`src/rtl/hippo_imem_loader_pkg.sv`:
```
// Shared state encoding and framing constants for the imem boot loader.
package hippo_imem_loader_Pkg;

   typedef enum logic [2:0] {HDR, DATA, CSUM, DONE, ERROR} LoaderState;

   localparam int HdrBytes  = 4;
   localparam int WordBytes = 4;

endpackage

```
`src/rtl/hippo_byte_packer.sv`:
```
// Little-endian byte-to-word packer shared by the loader's header and payload phases.
module hippo_byte_packer
   import hippo_imem_loader_Pkg::*;
(
   input  logic        clk_i,
   input  logic        rst_i,
   input  logic        clear,
   input  logic        byte_en,
   input  logic [7:0]  byte_data,
   output logic [31:0] word,
   output logic        word_valid
);

   logic [1:0]  idx;
   logic [23:0] partial;

   // The completed word is presented combinationally on the 4th byte so the
   // consumer can register it on the same edge that accepts that byte.
   assign word       = {byte_data, partial};
   assign word_valid = byte_en && (idx == 2'(WordBytes - 1));

   always_ff @(posedge clk_i) begin
      if (rst_i || clear) begin
         idx     <= 2'd0;
         partial <= 24'd0;
      end else if (byte_en) begin
         idx     <= idx + 2'd1;
         partial <= word[31:8];
      end
   end

endmodule

```
`src/rtl/hippo_imem_loader.sv`:
```
// Boot loader: packs a LE byte stream into imem words and holds the core in reset until done.
// Define HIPPO_LOADER_CHECKSUM_EN to require a trailing XOR checksum byte before release.
module hippo_imem_loader
   import hippo_imem_loader_Pkg::*;
#(
   parameter int AddrWidth = 5
) (
   input  logic                 clk_i,
   input  logic                 rst_i,
   input  logic                 byte_valid_i,
   input  logic [7:0]           byte_data_i,
   output logic                 byte_ready_o,
   input  logic                 restart_i,
   output logic                 imem_we_o,
   output logic [AddrWidth-1:0] imem_addr_o,
   output logic [31:0]          imem_data_o,
   output logic                 core_rst_no,
   output logic                 done_o,
   output logic                 error_o,
   output logic [AddrWidth:0]   words_o
);

   localparam int Depth = 2 ** AddrWidth;
`ifdef HIPPO_LOADER_CHECKSUM_EN
   localparam LoaderState PayloadEnd = CSUM;
`else
   localparam LoaderState PayloadEnd = DONE;
`endif
   localparam bit EndsInDone = (PayloadEnd == DONE);

   LoaderState         state;
   logic [AddrWidth:0] n_words;
   logic [AddrWidth:0] words_next;
   logic               accept;
   logic               pack_en;
   logic               pack_clear;
   logic               word_valid;
   logic [31:0]        word;
`ifdef HIPPO_LOADER_CHECKSUM_EN
   logic [7:0]         csum;
`endif

   assign accept     = byte_valid_i && byte_ready_o;
   assign pack_en    = accept && (state == HDR || state == DATA);
   assign pack_clear = (state == DONE) || (state == ERROR);
   assign words_next = words_o + {{AddrWidth{1'b0}}, 1'b1};

   hippo_byte_packer u_packer (
      .clk_i      (clk_i),
      .rst_i      (rst_i),
      .clear      (pack_clear),
      .byte_en    (pack_en),
      .byte_data  (byte_data_i),
      .word       (word),
      .word_valid (word_valid)
   );

   // Loader FSM. The header count is range-checked before any payload is accepted,
   // so the write address can never run past the end of imem.
   always_ff @(posedge clk_i) begin
      if (rst_i) begin
         state        <= HDR;
         byte_ready_o <= 1'b0;
         imem_we_o    <= 1'b0;
         imem_addr_o  <= '0;
         imem_data_o  <= 32'd0;
         core_rst_no  <= 1'b0;
         done_o       <= 1'b0;
         error_o      <= 1'b0;
         words_o      <= '0;
         n_words      <= '0;
`ifdef HIPPO_LOADER_CHECKSUM_EN
         csum         <= 8'd0;
`endif
      end else begin
         imem_we_o <= 1'b0;
         case (state)
            HDR: begin
               byte_ready_o <= 1'b1;
               if (word_valid) begin
                  if (word > 32'(Depth)) begin
                     state        <= ERROR;
                     byte_ready_o <= 1'b0;
                     error_o      <= 1'b1;
                  end else if (word == 32'd0) begin
                     state        <= PayloadEnd;
                     byte_ready_o <= !EndsInDone;
                     done_o       <= EndsInDone;
                     core_rst_no  <= EndsInDone;
                  end else begin
                     state   <= DATA;
                     n_words <= word[AddrWidth:0];
                  end
               end
            end
            DATA: begin
               if (word_valid) begin
                  imem_we_o   <= 1'b1;
                  imem_addr_o <= words_o[AddrWidth-1:0];
                  imem_data_o <= word;
                  words_o     <= words_next;
                  if (words_next == n_words) begin
                     state        <= PayloadEnd;
                     byte_ready_o <= !EndsInDone;
                     done_o       <= EndsInDone;
                     core_rst_no  <= EndsInDone;
                  end
               end
            end
`ifdef HIPPO_LOADER_CHECKSUM_EN
            CSUM: begin
               if (accept) begin
                  byte_ready_o <= 1'b0;
                  if (byte_data_i == csum) begin
                     state       <= DONE;
                     done_o      <= 1'b1;
                     core_rst_no <= 1'b1;
                  end else begin
                     state   <= ERROR;
                     error_o <= 1'b1;
                  end
               end
            end
`endif
            DONE, ERROR: begin
               if (restart_i) begin
                  state        <= HDR;
                  byte_ready_o <= 1'b1;
                  done_o       <= 1'b0;
                  error_o      <= 1'b0;
                  core_rst_no  <= 1'b0;
                  words_o      <= '0;
                  n_words      <= '0;
`ifdef HIPPO_LOADER_CHECKSUM_EN
                  csum         <= 8'd0;
`endif
               end
            end
            default: begin
               state        <= ERROR;
               byte_ready_o <= 1'b0;
               error_o      <= 1'b1;
               done_o       <= 1'b0;
               core_rst_no  <= 1'b0;
            end
         endcase
`ifdef HIPPO_LOADER_CHECKSUM_EN
         if (pack_en) begin
            csum <= csum ^ byte_data_i;
         end
`endif
      end
   end

endmodule

```
`config.mk`:
```
export PLATFORM = sky130hd
export DESIGN_NAME = hippo_imem_loader
export DESIGN_NICKNAME = d
export VERILOG_FILES = /design/src/rtl/hippo_imem_loader_pkg.sv /design/src/rtl/hippo_byte_packer.sv /design/src/rtl/hippo_imem_loader.sv
export SDC_FILE = /design/constraint.sdc
export NUM_CORES = 1
export LEC_CHECK = 0
export ABC_AREA = 1
export CAP_MARGIN = 10
export CORE_MARGIN = 4
export CORE_UTILIZATION = 45
export CTS_CLUSTER_SIZE = 25
export DETAILED_ROUTE_END_ITERATION = 8
export MAX_ROUTING_LAYER = met4
export PLACE_DENSITY = 0.69
export SYNTH_ARGS = -nofsm -noshare
export SYNTH_HDL_FRONTEND = slang
export SYNTH_HIERARCHICAL = 1
export SYNTH_SLANG_ARGS = --single-unit
```
`constraint.sdc`:
```
create_clock -name clk_i -period 5.46 [get_ports clk_i]
set_input_delay 1.092 -clock clk_i [delete_from_list [all_inputs] [get_ports clk_i]]
set_output_delay 1.092 -clock clk_i [all_outputs]
set_load 0.01 [all_outputs]
```
==> flow_metrics.env <==
export IMPL_outcome="complete, no violations"
export IMPL_cts_sinks=82
export IMPL_vias_per_cell=4.923
export IMPL_yosysTopAreaCell="dfxtp_1"
export IMPL_placed_area_um2=4278
export IMPL_diodes=0
export IMPL_final_util=0.5494
export IMPL_hold_path_depth=2
export IMPL_drtIter0Drc=184
export IMPL_period_needed_ns=3.646
export IMPL_die_x_um=99.32
export IMPL_dieHeight_um=99.32
export IMPL_grt_max_degree=54
export IMPL_synthArstFlopShare=0
export IMPL_path_class="in2reg"
export IMPL_maxCapViolations=0
export IMPL_layout_setup_ws_ns=1.814
export IMPL_routed_wirelength_um=8786
export IMPL_reg2reg_to="imem_data_o[4]"
export IMPL_start_util=0.4590
export IMPL_rrSetupSlack_ns=2.42
export IMPL_r2r_start="state[2]"
export IMPL_grt_ovfl_total=0
export IMPL_final_cell_area_um2=4492
export IMPL_netlist_area_leader_share=0.4375
export IMPL_power_total_mw=1.774
export IMPL_fp_row_count=33
export IMPL_path_max_fanout=53
export IMPL_yosysWarnings=6
export IMPL_core_area_um2=8175
export IMPL_slew_headroom=0.2735
export IMPL_drive_gt1_frac=0.05705
export IMPL_clk_path_buf_depth=2
export IMPL_syn_to_final_growth_pct=19.71
export IMPL_syn_area_um2=3752
export IMPL_dp_hpwl_um=6334
export IMPL_final_max_slew_violation_count=0
export IMPL_gp_congestion=0.8773
export IMPL_nets=605
export IMPL_leakage_nw=1.835
export IMPL_min_to="n_words[0]"
export IMPL_synth_common_cells="nor2_1, nand2_1, dfxtp_1"
export IMPL_final_hold_viol_count=0
export IMPL_cts_htree_levels=3
export IMPL_num_io_pins=60
export IMPL_syn_inst=552
export IMPL_die_area_um2=9863
export IMPL_start_kind="input pin"
export IMPL_grtUsageTotal=0.1896
export IMPL_hold_slack_ns=0.4636
export IMPL_worst_pin_slew_ns=1.089
export IMPL_rsz0062_at_grt="no"
export IMPL_cts_resized=0
export IMPL_holdBufCountCts=0
export IMPL_synth_edf_count=0
export IMPL_finClkSkew_ns=0.008618
export IMPL_cts_tree="done"
export IMPL_layout_cells_non_filler=701
export IMPL_p_per_area_nw_per_um2=394.9
export IMPL_dp_slack_ns=1.439
export IMPL_timing_fmax_mhz=274.3
export IMPL_vias=3451
export IMPL_final_setup_tns_ns=0
export IMPL_io_buffers=59
export IMPL_path_clk_slew_ns=0.09
export IMPL_grt_pass1_wl_um=14850
export IMPL_placedCellCount=685
export IMPL_synth_most_common_cell="nor2_1"
export IMPL_worstHoldPathType="reg2reg"
export IMPL_crit_arrival_ns=3.92
export IMPL_synth_nets=566
export IMPL_reg2reg_depth=9
export IMPL_cts_setup_buffers=0
export IMPL_cts_buffers=9
export IMPL_antenna_found_initial=0
export IMPL_synth_flop_cell="dfxtp_1"
export IMPL_grt_pass1_vias=3157
export IMPL_ys_seq_area_frac=0.4375
export IMPL_finalCritPeriodShare=0.6678
export IMPL_ys_ff_latch=82
export IMPL_yosys_top_cells_area="dfxtp_1, nor2_1, nand2_1"
export IMPL_clk_latency_ns=0.35
export IMPL_dr_pass1_iters=5
export IMPL_endpoint_kind="register"
export IMPL_postSynthAreaPerCell_um2=6.798
export IMPL_ir_worst_vdd_mv=0.2162
export IMPL_min_from="n_words[0]"
export IMPL_ant_nets=0
export IMPL_cp_data_required_time_ns=5.74
export IMPL_fillers=800
export IMPL_drc=0
export IMPL_synth_cell_types=30
export IMPL_cts_root_buf="clkbuf_8"
export IMPL_wire_per_inst_um=12.53
export IMPL_setup_violations=0
[logic make-up after synthesis]
logic type | count (synthesis) | share of synthesized area
buffers and inverters | 99 | 0.1234
flip-flops | 82 | 0.4375
adder cells (fa/ha/maj) | 2 | 0.006668
AND/OR/NAND/NOR | 290 | 0.3188
AO/OA/AOI/OAI | 78 | 0.1114
XOR/XNOR | 1 | 0.002335
[power breakdown]
part / internal, mW / switching [mW] / leakage [nW]
registers: 0.685 / 0.0852 / 0.665
clock network: 0.238 / 0.224 / 0.102
logic: 0.200 / 0.341 / 1.07
total: 1.12 / 0.651 / 1.83
[cell type report]
type / count / area (um^2) / area share
Inverter: 67 / 251.5 / 0.05599
Multi-Input combinational cell: 371 / 1655 / 0.3685
Clock inverter: 5 / 62.56 / 0.01393
Tap cell: 105 / 131.4 / 0.02925
Sequential cell: 82 / 1642 / 0.3655
Timing Repair Buffer: 60 / 598.1 / 0.1331
Clock buffer: 11 / 151.4 / 0.03370
[metal layers]
| layer | GRT usage | share of wire |
|---|---|---|
| met5 | - | 0 |
| met4 | 0.04832 | 0.010 |
| met3 | 0.04348 | 0.071 |
| met2 | 0.2856 | 0.44 |
| met1 | 0.2584 | 0.48 |
[critical path, cell delays in order]
cell and delay (ns):
clkdlybuf4s50_1 0.45, nand2_1 0.08, nor2_4 0.10, buf_4 0.42
nand2_1 0.09, inv_1 0.11, nand2_1 0.43, inv_2 0.76
o21ai_0 0.20, a21oi_1 0.18
[sequential cells by signal, indices dropped and copies added (netlist names)]
name / count
imem_data_o: 32
u_packer/partial: 24
n_words: 6
words_o: 6
imem_addr_o: 5
state: 3
u_packer/idx: 2
byte_ready_o: 1
done_o: 1
error_o: 1
imem_we_o: 1
[worst max path at each step]
stage | startpoint | to | slack, ns | depth (start not counted)
2_1_floorplan | byte_valid_i | n_words[5] | 3.05 | 14
3_3_place_gp | byte_valid_i | imem_data_o[31] | 1.57 | 10
3_5_place_dp | byte_valid_i | imem_data_o[2] | 1.44 | 10
4_1_cts | byte_valid_i | imem_data_o[2] | 1.80 | 10
5_1_grt | byte_valid_i | imem_data_o[4] | 1.45 | 10
6_report | byte_valid_i | imem_data_o[4] | 1.81 | 10
[cells in the final DEF (no fill, tap or decap), drive strengths merged]
master,count
a32o,1
a21oi,29
nor2,145
nand3,22
inv,67
bufinv,1
o211ai,1
clkinv,2
o32ai,2
o31ai,2
xnor2,1
clkinvlp,2
clkbuf,11
clkdlybuf4s50,59
nand2,114
ha,2
or2,1
nand4,6
buf,1
dfxtp,82
nor3,2
o21ai,43
(Power assumes the default switching activity.)
